## config.mk

```make
export PLATFORM = sky130hd
export DESIGN_NAME = iter_sched_flat
export DESIGN_NICKNAME = d
export VERILOG_FILES = /design/src/rtl/iter_sched_if.sv /design/src/rtl/iter_sched.sv /design/src/flat_wrapper.sv
export SDC_FILE = /design/constraint.sdc
export NUM_CORES = 1
export LEC_CHECK = 0
export BUFFER_PORTS_ARGS = -buffer_cell sky130_fd_sc_hd__buf_2
export CAP_MARGIN = 5
export CELL_PAD_IN_SITES_DETAIL_PLACEMENT = 1
export CELL_PAD_IN_SITES_GLOBAL_PLACEMENT = 1
export CORE_AREA = 2 2 169 171
export CTS_BUF_LIST = sky130_fd_sc_hd__clkbuf_16
export CTS_CLUSTER_SIZE = 28
export DETAILED_ROUTE_END_ITERATION = 16
export DIE_AREA = 0 0 171 173
export GPL_ROUTABILITY_DRIVEN = 0
export PLACE_DENSITY_LB_ADDON = 0.3
export SLEW_MARGIN = 10
export SYNTH_ARGS = -nofsm -noshare
export SYNTH_HDL_FRONTEND = slang
export SYNTH_SLANG_ARGS = --single-unit
```

## constraint.sdc

```tcl
create_clock -name Clk -period 2.6 [get_ports Clk]
set_input_delay 0.52 -clock Clk [delete_from_list [all_inputs] [get_ports Clk]]
set_output_delay 0.52 -clock Clk [all_outputs]
set_load 0.01 [all_outputs]
```

## src/rtl/iter_sched_if.sv

```systemverilog
// Bundle of requester, memory and op-unit signals around the iter_sched engine.
// slave = the scheduler; master = requesters plus value store and op unit.
interface iter_sched_if #(parameter int NREQ = 4);
    logic [NREQ-1:0]      req_valid;
    logic [32*NREQ-1:0]   req_s_index;
    logic [32*NREQ-1:0]   req_e_index;
    logic [NREQ-1:0]      req_ready;
    logic [NREQ-1:0]      rsp_valid;
    logic [31:0]          rsp_value;
    logic                 rsp_err;
    logic                 mem_rd;
    logic [31:0]          mem_addr;
    logic [31:0]          mem_data;
    logic                 op_clr;
    logic                 op_en;
    logic [31:0]          op_data;
    logic [31:0]          op_result;
    logic                 busy;

    modport master (
        output req_valid, req_s_index, req_e_index, mem_data, op_result,
        input  req_ready, rsp_valid, rsp_value, rsp_err, mem_rd, mem_addr,
               op_clr, op_en, op_data, busy
    );

    modport slave (
        input  req_valid, req_s_index, req_e_index, mem_data, op_result,
        output req_ready, rsp_valid, rsp_value, rsp_err, mem_rd, mem_addr,
               op_clr, op_en, op_data, busy
    );
endinterface

```

## src/rtl/iter_sched.sv

```systemverilog
// Shares one window-iteration engine (memory read port + reducing op unit) among NREQ requesters.
// Define ITER_SCHED_RR_EN for round-robin arbitration; otherwise lowest asserted index wins.
module iter_sched #(
    parameter int NREQ = 4
) (
    input  logic         Clk,
    input  logic         Rst,
    iter_sched_if.slave  bus
);

    localparam int IW = (NREQ > 1) ? $clog2(NREQ) : 1;

    typedef enum logic [2:0] {
        S_IDLE, S_CLR, S_RUN, S_DRAIN, S_CAPT, S_RESP, S_ERR
    } state_t;

    state_t          state_q, state_d;
    logic [IW-1:0]   owner_q, owner_d;
    logic [31:0]     cnt_q, cnt_d;
    logic [31:0]     e_q, e_d;
    logic [31:0]     val_q, val_d;
    logic            op_en_q;

    logic [31:0]     s_arr [NREQ];
    logic [31:0]     e_arr [NREQ];

    logic [IW-1:0]   win_idx;
    logic            win_found;
    logic            accept;

    logic [NREQ-1:0] req_ready;
    logic [NREQ-1:0] rsp_valid;
    logic            rsp_err;
    logic            mem_rd;
    logic [31:0]     mem_addr;
    logic            op_clr;

    for (genvar gi = 0; gi < NREQ; gi++) begin : g_unpack
        assign s_arr[gi] = bus.req_s_index[32*gi +: 32];
        assign e_arr[gi] = bus.req_e_index[32*gi +: 32];
    end

    function automatic logic [NREQ-1:0] to_onehot(input logic [IW-1:0] idx);
        logic [NREQ-1:0] v;
        v      = '0;
        v[idx] = 1'b1;
        return v;
    endfunction

    assign accept = (state_q == S_IDLE) && win_found;

`ifdef ITER_SCHED_RR_EN
    logic [IW-1:0] last_grant_q;
    logic [IW-1:0] ptr;

    // Search starts one past the previous winner so every requester gets a turn.
    assign ptr = (last_grant_q == IW'(NREQ - 1)) ? '0 : last_grant_q + 1'b1;

    always_comb begin
        int cand;
        cand      = 0;
        win_idx   = '0;
        win_found = 1'b0;
        for (int k = 0; k < NREQ; k++) begin
            cand = (int'(ptr) + k) % NREQ;
            if (!win_found && bus.req_valid[cand]) begin
                win_found = 1'b1;
                win_idx   = IW'(cand);
            end
        end
    end

    always_ff @(posedge Clk or negedge Rst) begin
        if (!Rst) begin
            last_grant_q <= IW'(NREQ - 1);
        end else if (accept) begin
            last_grant_q <= win_idx;
        end
    end
`else
    always_comb begin
        win_idx   = '0;
        win_found = 1'b0;
        for (int k = NREQ - 1; k >= 0; k--) begin
            if (bus.req_valid[k]) begin
                win_found = 1'b1;
                win_idx   = IW'(k);
            end
        end
    end
`endif

    always_comb begin
        state_d   = state_q;
        owner_d   = owner_q;
        cnt_d     = cnt_q;
        e_d       = e_q;
        val_d     = val_q;
        req_ready = '0;
        rsp_valid = '0;
        rsp_err   = 1'b0;
        mem_rd    = 1'b0;
        mem_addr  = '0;
        op_clr    = 1'b0;

        case (state_q)
            S_IDLE: begin
                if (accept) begin
                    req_ready = to_onehot(win_idx);
                    owner_d   = win_idx;
                    cnt_d     = s_arr[win_idx];
                    e_d       = e_arr[win_idx];
                    state_d   = (e_arr[win_idx] < s_arr[win_idx]) ? S_ERR : S_CLR;
                end
            end
            S_CLR: begin
                op_clr  = 1'b1;
                state_d = S_RUN;
            end
            S_RUN: begin
                mem_rd   = 1'b1;
                mem_addr = cnt_q;
                cnt_d    = cnt_q + 32'd1;
                if (cnt_q == e_q) begin
                    state_d = S_DRAIN;
                end
            end
            S_DRAIN: begin
                state_d = S_CAPT;
            end
            // op_result reflects the last op_en only from this cycle on.
            S_CAPT: begin
                val_d   = bus.op_result;
                state_d = S_RESP;
            end
            S_RESP: begin
                rsp_valid = to_onehot(owner_q);
                state_d   = S_IDLE;
            end
            S_ERR: begin
                rsp_valid = to_onehot(owner_q);
                rsp_err   = 1'b1;
                state_d   = S_IDLE;
            end
            default: begin
                state_d = S_IDLE;
            end
        endcase
    end

    always_ff @(posedge Clk or negedge Rst) begin
        if (!Rst) begin
            state_q <= S_IDLE;
            owner_q <= '0;
            cnt_q   <= '0;
            e_q     <= '0;
            val_q   <= '0;
            op_en_q <= 1'b0;
        end else begin
            state_q <= state_d;
            owner_q <= owner_d;
            cnt_q   <= cnt_d;
            e_q     <= e_d;
            val_q   <= val_d;
            op_en_q <= mem_rd;
        end
    end

    assign bus.req_ready = req_ready;
    assign bus.rsp_valid = rsp_valid;
    assign bus.rsp_value = (state_q == S_RESP) ? val_q : '0;
    assign bus.rsp_err   = rsp_err;
    assign bus.mem_rd    = mem_rd;
    assign bus.mem_addr  = mem_addr;
    assign bus.op_clr    = op_clr;
    assign bus.op_en     = op_en_q;
    assign bus.op_data   = bus.mem_data;
    assign bus.busy      = (state_q != S_IDLE);

endmodule

```

## src/flat_wrapper.sv

```systemverilog
// flat-port wrapper written by rule: the top's interface ports become plain ports
module iter_sched_flat 
#(
    parameter int NREQ = 4
)
  (Clk, Rst, bus_req_valid, bus_req_s_index, bus_req_e_index, bus_mem_data, bus_op_result, bus_req_ready, bus_rsp_valid, bus_rsp_value, bus_rsp_err, bus_mem_rd, bus_mem_addr, bus_op_clr, bus_op_en, bus_op_data, bus_busy);
  iter_sched_if #(.NREQ(NREQ)) bus_i ();
  input  logic Clk;
  input  logic Rst;
  input wire logic [$bits(bus_i.req_valid)-1:0] bus_req_valid;
  input wire logic [$bits(bus_i.req_s_index)-1:0] bus_req_s_index;
  input wire logic [$bits(bus_i.req_e_index)-1:0] bus_req_e_index;
  input wire logic [$bits(bus_i.mem_data)-1:0] bus_mem_data;
  input wire logic [$bits(bus_i.op_result)-1:0] bus_op_result;
  output wire logic [$bits(bus_i.req_ready)-1:0] bus_req_ready;
  output wire logic [$bits(bus_i.rsp_valid)-1:0] bus_rsp_valid;
  output wire logic [$bits(bus_i.rsp_value)-1:0] bus_rsp_value;
  output wire logic [$bits(bus_i.rsp_err)-1:0] bus_rsp_err;
  output wire logic [$bits(bus_i.mem_rd)-1:0] bus_mem_rd;
  output wire logic [$bits(bus_i.mem_addr)-1:0] bus_mem_addr;
  output wire logic [$bits(bus_i.op_clr)-1:0] bus_op_clr;
  output wire logic [$bits(bus_i.op_en)-1:0] bus_op_en;
  output wire logic [$bits(bus_i.op_data)-1:0] bus_op_data;
  output wire logic [$bits(bus_i.busy)-1:0] bus_busy;
  assign bus_i.req_valid = bus_req_valid;
  assign bus_i.req_s_index = bus_req_s_index;
  assign bus_i.req_e_index = bus_req_e_index;
  assign bus_i.mem_data = bus_mem_data;
  assign bus_i.op_result = bus_op_result;
  assign bus_req_ready = bus_i.req_ready;
  assign bus_rsp_valid = bus_i.rsp_valid;
  assign bus_rsp_value = bus_i.rsp_value;
  assign bus_rsp_err = bus_i.rsp_err;
  assign bus_mem_rd = bus_i.mem_rd;
  assign bus_mem_addr = bus_i.mem_addr;
  assign bus_op_clr = bus_i.op_clr;
  assign bus_op_en = bus_i.op_en;
  assign bus_op_data = bus_i.op_data;
  assign bus_busy = bus_i.busy;
  iter_sched #(.NREQ(NREQ)) u_core (.Clk(Clk), .Rst(Rst), .bus(bus_i));
endmodule
```

==> flow_summary.toml, run 1 <==
[floorplanning]
die_x_um = 171
core_sq_mm = 0.0276
rows = 61
start_util_pct = 27.3
fp.dieH_um = 173
io_pins = 435
dieArea_sq_mm = 0.0296

[clock_network]
cts.hold.buffers_added = 0
cts_root_buf = "clkbuf_16"
clkSlewWorstSetupHoldPaths_ns = 0.08
cts.sinks = 102
clockBufferDepth = 2
cts_htree_levels = 3
cts_buffers = 9
clk_latency_ns = 0.36
cts_tree = "built"

[worst_setup_path]
crit_path_end_kind = "register"
startpoint = "bus_req_valid[2]"
critical_path_class = "in2reg"
crit_arrival_ns = 3.25
startpoint_type = "primary input"
cp.required_ns = 2.85
worstPathMaxFanout = 7
rr_startpoint = "u_core.state_q[0]"

[layout]
nets = 1665
drive_gt1_share_pct = 46.3
fin_util_pct = 40.6
syn_to_final_growth_pct = 49.0

[sta]
final_max_slew_viol_count = 0
tightest_slew_ns = 0.655
worst_slack_ns = -0.402
max_freq_ghz = 0.333
worst_clock_skew_ns = 0.00910
slew_headroom_pct = 55.9
finalCriticalPeriod_ns = 3.00
rsz0062_at_grt = "yes"
finalSetupViolCount = 3
finalCritPeriodShare_pct = 115
fin_hold_ws_ns = 0.145
hold_viol = 0

[worst_hold_path]
hold_class = "in2async"

[logic_synthesis]
synth_cell_type_count = 61
syn_area_sq_mm = 0.00754
synthArstFlopShare_pct = 100
syn_inst = 883
synthesis.nets = 1241
ys_seq_area_share_pct = 33.9
synth_seq_cells = 102
synthTopCellsByArea = "dfrtp_1 (34%), nand2_1 (7.2%), a222oi_1 (6.0%), ha_1 (5.3%), mux2_2 (5.1%)"
ys_warn_count = 0
synth_edf_count = 0
synth_top_area_share_pct = 33.9
yosys.area.top_type = "dfrtp_1"
avgSynthCellArea_sq_um = 8.54
synth_ff_type = "dfrtp_1"

[route]
num_vias = 8558
post_drt_wl_per_cell_um = 21.4
wl_met2_mm = 17.9
drt_iter0_drc = 603
dr.pass1.iters = 8
routed.top_layer = "met5"
routed_wl_mm = 36.3
wl_met3_mm = 1.72
detail-route-antenna-nets = 0
drc_errors = 0
m1WireLength_mm = 15.9
viasPerCell = 5.05

[placed_design]
hpwlAfterDp_mm = 29.3
port_buffers = 370

[power_and_ir_drop]
internal-power_mw = 5.37
ir_worst_vdd_mv = 0.464
p_leak_nw = 5.67
p_comb_share_pct = 51.6
p_switching_mw = 4.12
switching_share_pct = 43.4
p_per_area_mw_per_mm2 = 846
pwr-share-seq_pct = 33.6
clkPwrFrac_pct = 14.8

[grt]
grt_first_pass_wirelength_mm = 54.0
grt_max_degree = 51
grt_util_all_layers_pct = 24.2
grt_antenna_before_repair = 7
overflow = 0
grt_pass1_vias = 9060

[status]
outcome = "complete, but fails checks"
violations = "setup timing"

[flow_run]
drv_cap = 0
==> cells in the final DEF, fill, tap and decap left out, types with 4 or more instances in the layout <==
cell,n
o21ai_0,13
a222oi_1,45
a21boi_1,12
nor2_1,63
nor3_1,25
a21boi_2,11
o21ai_1,4
nand3_1,15
a211oi_1,14
o211ai_1,8
buf_4,114
buf_12,8
o22ai_1,15
buf_2,365
a211oi_2,4
o221ai_1,5
ha_1,25
ha_4,7
inv_1,8
nand4_1,17
a311oi_1,7
diode_2,6
and3_1,45
clkbuf_16,9
nand2b_1,7
dfrtp_1,102
xor2_1,7
a22o_1,4
buf_8,4
mux2_2,34
a21oi_1,21
and2_1,37
buf_6,10
o21a_1,5
a21boi_0,6
nand2_1,142
xnor2_1,26
==> sequential cells by signal, summed over array words and instances (netlist names) <==
| name | count |
|---|---|
| u_core.val_q | 32 |
| u_core.cnt_q | 32 |
| u_core.state_q | 3 |
| u_core.bus.op_en | 1 |
| u_core.owner_q | 2 |
| u_core.e_q | 32 |
==> timing repair <==
item                                    4_1_cts  5_1_grt
setup buffers                                 8        2
gates cloned                                  4        0
endpoints found under the setup margin        4       22
pin swaps                                    28       15
gates resized for setup                      75        9
==> cell type report <==
| type | count | area, sq um |
|---|---|---|
| multi-input cells | 680 | 4720 |
| inverters | 9 | 35.0 |
| well taps | 378 | 473 |
| clock inverters | 7 | 73.8 |
| repair buffers | 505 | 3140 |
| flip-flops and latches | 102 | 2550 |
| fillers | 3421 | 16400 |
| clock buffers | 9 | 225 |
| diodes | 6 | 15.0 |
==> power groups by stage <==
stage          Sequential [mW]  Clock, mW  Combinational (mW)
6_report                  3.19       1.41                4.90
5_1_grt                   3.29       1.51                5.41
4_1_cts                   3.18       1.45                4.90
3_5_place_dp              3.21          0                4.77
3_3_place_gp              3.17          0                4.68
2_1_floorplan             2.92          0                3.03
==> cell usage after synthesis, types with 27 or more instances <==
| cell | n |
|---|---|
| nand2_1 | 144 |
| dfrtp_1 | 102 |
| a21boi_0 | 30 |
| and2_1 | 39 |
| nor3_1 | 27 |
| and3_1 | 45 |
| clkbuf_1 | 42 |
| a222oi_1 | 45 |
| mux2_2 | 34 |
| ha_1 | 32 |
| nor2_1 | 64 |
| buf_4 | 32 |
==> metal layers <==
layer  track usage [%]  vias up
li1                  -     4074
met1              31.6     4170
met2              41.4      271
met3              3.34       41
met4              6.81        2
met5                 0        -
==> metrics by stage <==
stage / power (mW) / TNS (ns) / area, sq um / instances / worst slack (ns)
final: 9.50 / -1.10 / 11200 / 1696 / -0.402
after global routing: 10.2 / -1.57 / 11200 / 1695 / -0.561
after CTS: 9.53 / -1.13 / 11200 / 1688 / -0.408
after detailed placement: 7.99 / -3.20 / 10400 / 1660 / -1.15
after global placement: 7.85 / -2.83 / 10400 / 1660 / -1.02
after floorplan: 5.94 / -1.65 / 7650 / 883 / -0.573
==> path summary, 6_finish.rpt <==
check / to / slack [ns] / cells after the start
worst max-delay path: u_core.state_q[1] / -0.40 / 15
worst min-delay path: u_core.bus.op_en / 0.15 / 1
worst max register to register: u_core.cnt_q[31] / 0.25 / 9
worst min register to register: u_core.val_q[9] / 0.51 / 1
max in group asynchronous: u_core.e_q[25] / 1.84 / 2
min in group Clk: u_core.val_q[30] / 0.37 / 2
==> worst max-delay path, stage by stage <==
cell and delay [ns]:
buf_6 0.11, buf_6 0.11, nor4b_4 0.27, buf_6 0.18, bufbuf_16 0.27, a222oi_1 0.07
a21boi_2 0.22, ha_1 0.29, nand4_1 0.12, nor4_2 0.32, nand2_1 0.15, a2111oi_4 0.30
a211oi_2 0.11, nand2_1 0.13, a21oi_1 0.08
==> cells by family (layout without fill, tap and decap cells) <==
| kind of cell | Yosys count | in the layout | synth area share, % |
|---|---|---|---|
| AO/OA/AOI/OAI | 196 | 196 | 19.9 |
| flip-flops | 102 | 102 | 33.9 |
| XOR/XNOR | 33 | 33 | 3.83 |
| other | 0 | 6 | 0 |
| buffers and inverters | 101 | 530 | 6.89 |
| adder cells (fa/ha/maj) | 32 | 32 | 5.31 |
| multiplexers | 34 | 34 | 5.08 |
| AND/OR/NAND/NOR | 385 | 385 | 25.1 |
Note: power is estimated with default switching activity, not from simulation.
==> run 2: changes to the inputs <==
Settings changed: ABC_AREA set to 1, CORE_AREA 2 2 169 171 to 2 2 171 173, DIE_AREA 0 0 171 173 to 0 0 173 175.
==> run 2 against run 1 <==
  * The flow still finishes with violations (setup timing)
  * Synthesized cell count rose by 33%
  * Clock skew about the same
  * First-iteration DRC count decreased by 16%
  * Critical path depth is 6 higher
  * Clock power shrank 12%
  * Largest cell class unchanged
  * Count of clock-buffer cells in the layout did not move
  * Critical path type unchanged
  * Total power fell by 55%
  * Die area grew 2.3%
  * Critical endpoint unchanged
  * Cell count grew 19%
  * Worst hold slack better by 0.033 ns
==> flow_summary.toml, run 2 <==
[worst_setup_path]
startpoint_type = "primary input"
slowest_stage = "a221oi_2"
regToRegSetupSlack_ns = 0.33
crit_family = "simple AND/OR/NAND/NOR gates"
crit_arrival_ns = 2.95
worstPathMaxFanout = 7
critPathBufInv = 5
reg2reg_to = "u_core.cnt_q[31]"
cp.required_ns = 2.89
rr_startpoint = "u_core.cnt_q[0]"
crit_path_end_kind = "register"
crit_chain = "buf_8, inv_8, nand2_4, a21oi_4, nor2_4, buf_6, buf_12, buf_6, a221oi_2, ha_1, a21oi_1, nand2_1, nand2_1, nand2_1, nand2_1, nand2_1, nand2_2, nand3_2, nand2_1, nand2_1, nand2_1"
reg2reg_depth = 10
critical_path_class = "in2reg"
crit_top_cell = "nand2_1"
cpPeakStageDelay_ns = 0.33

[logic_synthesis]
syn_area_sq_mm = 0.00815
synth_top_area_share_pct = 31.3
synth_cell_type_count = 50
ys_warn_count = 0
syn_inst = 1175
synth_edf_count = 0
synthesis.nets = 1533
yosysMostFrequentCell = "nand2_1"
ys_seq_area_share_pct = 31.3
synth_ff_type = "dfrtp_1"
synth_common_cells = "nand2_1 (305), nor2_1 (133), dfrtp_1 (102), inv_1 (98), nand3_1 (53)"
avgSynthCellArea_sq_um = 6.94
yosys.area.top_type = "dfrtp_1"
synthTopCellsByArea = "dfrtp_1 (31%), nand2_1 (14%), nor2_1 (6.1%), ha_1 (4.9%), inv_1 (4.5%)"
synthArstFlopShare_pct = 100
synth_seq_cells = 102

[layout]
seqCellArea_sq_mm = 0.00255
nets = 1980
n_fill_cell = 3678
final_common_cell = "buf_2"
multi_input_area_sq_mm = 0.00529
reg_top3 = "u_core.cnt_q (32), u_core.e_q (32), u_core.val_q (32)"
layout_common_cells = "buf_2 (366), nand2_1 (293), buf_4 (132)"
syn_to_final_growth_pct = 51.8
drive_gt1_share_pct = 40.5

[sta]
slew_headroom_pct = 60.0
tightest_slew_ns = 0.600
finalSetupViolCount = 3
finalCritPeriodShare_pct = 102
setup_tns_ns = -0.158
finalCriticalPeriod_ns = 2.66
worst_clock_skew_ns = 0.00867
hold_viol = 0
max_freq_ghz = 0.375
rsz0062_at_grt = "yes"
worst_slack_ns = -0.0632
final_max_slew_viol_count = 0

[worst_hold_path]
hold_class = "in2async"

[power_and_ir_drop]
p_per_area_mw_per_mm2 = 349
p_leak_nw = 6.28
p_comb_share_pct = 34.6
switching_share_pct = 31.3
clkPwrFrac_pct = 28.7
p_switching_mw = 1.35
internal-power_mw = 2.96
pwr-share-seq_pct = 36.8
report.power.total_mw = 4.31
ir_worst_vdd_mv = 0.246

[placed_design]
hpwlAfterDp_mm = 32.7
port_buffers = 370
dp_slack_ns = -0.643

[clock_network]
cts.hold.buffers_added = 0
cts_tree = "built"
cts.sinks = 102
cts_root_buf = "clkbuf_16"
cts_buffers = 9
clkSlewWorstSetupHoldPaths_ns = 0.07
clockBufferDepth = 2
cts_htree_levels = 3
clk_latency_ns = 0.35

[route]
drc_errors = 0
dr.pass1.iters = 5
detail-route-antenna-nets = 0
routed_wl_mm = 40.2
post_drt_wl_per_cell_um = 20.0
drt_iter0_drc = 507
num_vias = 10122
viasPerCell = 5.02

[floorplanning]
rows = 62
die_x_um = 173
io_pins = 435
fp.dieH_um = 175
start_util_pct = 28.7
dieArea_sq_mm = 0.0303
core_sq_mm = 0.0284

[grt]
grt_antenna_before_repair = 6
grt_max_degree = 65
grt_first_pass_wirelength_mm = 61.1
overflow = 0
grt_pass1_vias = 10697
grt_util_all_layers_pct = 26.0

[status]
outcome = "complete, but fails checks"
violations = "setup timing"

[flow_run]
drv_cap = 0
-- run 2: cell count changes in the layout (fill, tap and decap cells not counted), sizes merged, moves of 34 or more --
cell,previous run,this run
a222oi,45,0
and2,39,0
and3,45,0
inv,12,109
mux2,34,0
nand2,145,310
nand3,15,58
nor2,65,145
o21ai,17,58
-- run 2: cell type report --
type / count / area share, %
timing repair inverter: 1 / 0.0607
timing repair buffer: 527 / 27.1
antenna: 6 / 0.121
inverter: 107 / 3.35
tap: 384 / 3.88
clock inverter: 6 / 0.263
clock buffer: 9 / 1.82
multi-input combinational: 874 / 42.7
sequential: 102 / 20.6
-- run 2: what timing repair did --
action,in CTS,in global routing
cloned,4,0
pin swaps,16,27
buffers inserted,21,3
resized for setup,77,37
endpoints found under the setup margin,3,6
-- run 2: how the worst max path moves through the flow --
stage,slack (ns),startpoint,depth (start not counted),endpoint
floorplan,-0.05,bus_req_valid[1],17,u_core.state_q[1]
detailed placement,-0.64,bus_req_valid[1],18,u_core.state_q[1]
global placement,-0.62,bus_req_valid[2],17,u_core.state_q[1]
CTS,-0.008,bus_req_valid[2],17,u_core.state_q[0]
global route,-0.24,bus_req_valid[2],18,u_core.state_q[1]
finish,-0.06,bus_req_valid[2],21,u_core.state_q[1]
-- run 2: stage by stage --
step / utilization (%) / hold slack, ns / std cells / area [sq um]
after global placement: 39.4 / 0.482 / 1968 / 11200
final: 43.6 / 0.178 / 2016 / 12400
after floorplan: - / 0.224 / 1175 / 8260
after CTS: 42.6 / 0.199 / 2008 / 12100
after global routing: 43.6 / 0.216 / 2016 / 12400
after detailed placement: 39.4 / 0.487 / 1968 / 11200
-- run 2: logic make-up (layout without fill, tap and decap cells) --
logic type,Yosys count,in the layout,synth area share (%)
flip-flops,102,102,31.3
buffers and inverters,199,650,11.0
AO/OA/AOI/OAI,201,201,15.9
adder cells (fa/ha/maj),32,32,4.91
XOR/XNOR,34,34,3.65
other,0,6,0
AND/OR/NAND/NOR,607,607,33.2
-- run 2: power by group through the flow --
stage | Combinational (mW) | Clock (mW) | Sequential (mW)
CTS | 1.39 | 1.28 | 1.59
global placement | 1.16 | 0 | 1.62
finish | 1.49 | 1.24 | 1.59
detailed placement | 1.18 | 0 | 1.62
global route | 1.61 | 1.34 | 1.58
floorplan | 0.500 | 0 | 1.62
-- run 2: metal layers --
metal | wire [um] | global-route usage, % | vias up
li1 | - | - | 4830
met1 | 16500 | 31.3 | 4858
met2 | 19800 | 45.3 | 360
met3 | 2410 | 4.35 | 74
met4 | 1590 | 12.4 | 0
met5 | 0 | 0 | -
==> run 3: changes to the inputs <==
Settings changed: CTS_BUF_LIST sky130_fd_sc_hd__clkbuf_16 to unset.
==> run 3 against run 2 <==
  * Global-route usage barely moved
  * Clock power rose by 3%
  * Critical path depth did not move
  * Fmax rose by 0.22%
  * Routed wire length barely moved
  * Die area did not move
  * The flow still finishes with violations (setup timing)
  * Combinational power barely moved
  * Flip-flop and latch count did not move
  * Total power rose by 0.94%
  * Via count barely moved
  * First-iteration DRC count rose by 12%
  * Sequential power barely moved
==> flow_summary.toml, run 3 (synthesis gave the netlist of run 2 again) <==
[sta]
finalCritPeriodShare_pct = 102
max_freq_ghz = 0.376
tightest_slew_ns = 0.599
rsz0062_at_grt = "yes"
worst_clock_skew_ns = 0.00834
fin_hold_ws_ns = 0.176
hold_viol = 0
finalCriticalPeriod_ns = 2.66
worst_slack_ns = -0.0574
final_max_slew_viol_count = 0
finalSetupViolCount = 3
slew_headroom_pct = 60.1

[worst_setup_path]
slowest_stage = "a221oi_2"
crit_path_end_kind = "register"
startpoint_type = "primary input"
critical_path_class = "in2reg"
crit_arrival_ns = 2.95
cp.depth = 21
crit_family = "simple AND/OR/NAND/NOR gates"
crit_chain = "buf_8, inv_8, nand2_4, a21oi_4, nor2_4, buf_6, buf_12, buf_6, a221oi_2, ha_1, a21oi_1, nand2_1, nand2_1, nand2_1, nand2_1, nand2_1, nand2_2, nand3_2, nand2_1, nand2_1, nand2_1"
cp.required_ns = 2.89
critPathBufInv = 5
worstPathMaxFanout = 7
cpPeakStageDelay_ns = 0.33
reg2reg_depth = 10
crit_top_cell = "nand2_1"

[status]
violations = "setup timing"
outcome = "complete, but fails checks"

[layout]
n_fill_cell = 3677
final_area_sq_mm = 0.0124
layout_common_cells = "buf_2 (366), nand2_1 (293), buf_4 (132)"
final_common_cell = "buf_2"
nets = 1980
fin_util_pct = 43.6
multi_input_area_sq_mm = 0.00529
seqCellArea_sq_mm = 0.00255
syn_to_final_growth_pct = 51.9
reg_top3 = "u_core.cnt_q (32), u_core.e_q (32), u_core.val_q (32)"
drive_gt1_share_pct = 40.5

[clock_network]
cts.sinks = 102
clockBufferDepth = 2
cts.hold.buffers_added = 0
cts_buffers = 9
cts_htree_levels = 3
clk_latency_ns = 0.35
cts_tree = "built"
clkSlewWorstSetupHoldPaths_ns = 0.07
cts_root_buf = "clkbuf_16"

[floorplanning]
dieArea_sq_mm = 0.0303
start_util_pct = 28.7
core_sq_mm = 0.0284
io_pins = 435
fp.dieH_um = 175
die_x_um = 173
rows = 62

[route]
post_drt_wl_per_cell_um = 20.0
num_vias = 10116
detail-route-antenna-nets = 0
drt_iter0_drc = 566
dr.pass1.iters = 7
viasPerCell = 5.02
routed_wl_mm = 40.3
drc_errors = 0

[worst_hold_path]
hold_class = "in2async"

[placed_design]
hpwlAfterDp_mm = 32.7
postPlaceCellArea_sq_mm = 0.0112
port_buffers = 370

[grt]
grt_util_all_layers_pct = 26.1
overflow = 0
grt_first_pass_wirelength_mm = 61.1
grt_max_degree = 65
grt_pass1_vias = 10712
grt_antenna_before_repair = 6

[flow_run]
drv_cap = 0

[power_and_ir_drop]
p_per_area_mw_per_mm2 = 352
p_leak_nw = 6.28
ir_worst_vdd_mv = 0.246
[run 3: cell count changes in the layout (fill, tap and decap cells not counted)]
| cell | delta |
|---|---|
| inv_1 | -2 |
| clkinv_1 | -1 |
| clkbuf_8 | +1 |
| clkbuf_1 | +2 |
[run 3: metrics by stage]
step	TNS [ns]	setup WS (ns)	std cells	total power, mW
2_1_floorplan	-0.133	-0.0529	1175	2.12
3_3_place_gp	-1.78	-0.615	1968	2.78
3_5_place_dp	-1.89	-0.643	1968	2.80
4_1_cts	-0.0136	-0.00839	2008	4.30
5_1_grt	-0.632	-0.237	2016	4.57
6_report	-0.136	-0.0574	2016	4.35
[run 3: layout make-up]
type                            count  share of cell area, %
Multi-Input combinational cell    874                   42.7
Timing Repair Buffer              527                   27.1
Sequential cell                   102                   20.6
Tap cell                          384                   3.88
Inverter                          107                   3.34
Clock buffer                       12                   1.99
Clock inverter                      3                  0.172
Antenna cell                        6                  0.121
Timing Repair inverter              1                 0.0606
[run 3: repair_timing]
item	4_1_cts	5_1_grt
gates cloned	4	0
pin swaps	16	27
setup buffers	21	3
gates resized for setup	77	37
endpoints found under the setup margin	3	6
[run 3: path summary, 6_finish.rpt]
kind	slack, ns	startpoint	to
max	-0.06	bus_req_valid[2]	u_core.state_q[1]
min	0.18	Rst	u_core.val_q[3]
max reg2reg	0.34	u_core.cnt_q[0]	u_core.cnt_q[31]
min reg2reg	0.50	u_core.e_q[3]	u_core.e_q[3]
max in group asynchronous	1.69	Rst	u_core.val_q[20]
min in group Clk	0.38	bus_op_result[30]	u_core.val_q[30]
[run 3: power breakdown]
group          leakage, nW  internal [mW]  switching, mW
clock                0.129          0.672          0.604
sequential            1.14           1.59              0
combinational         5.01          0.743          0.751
[run 3: metal layers]
layer | up-vias | part of all wire, % | global-route usage [%]
met5 | - | 0 | 0
met4 | 0 | 4.4 | 12.8
met3 | 81 | 5.3 | 4.40
met2 | 364 | 49 | 45.2
met1 | 4843 | 41 | 31.3
li1 | 4828 | - | -
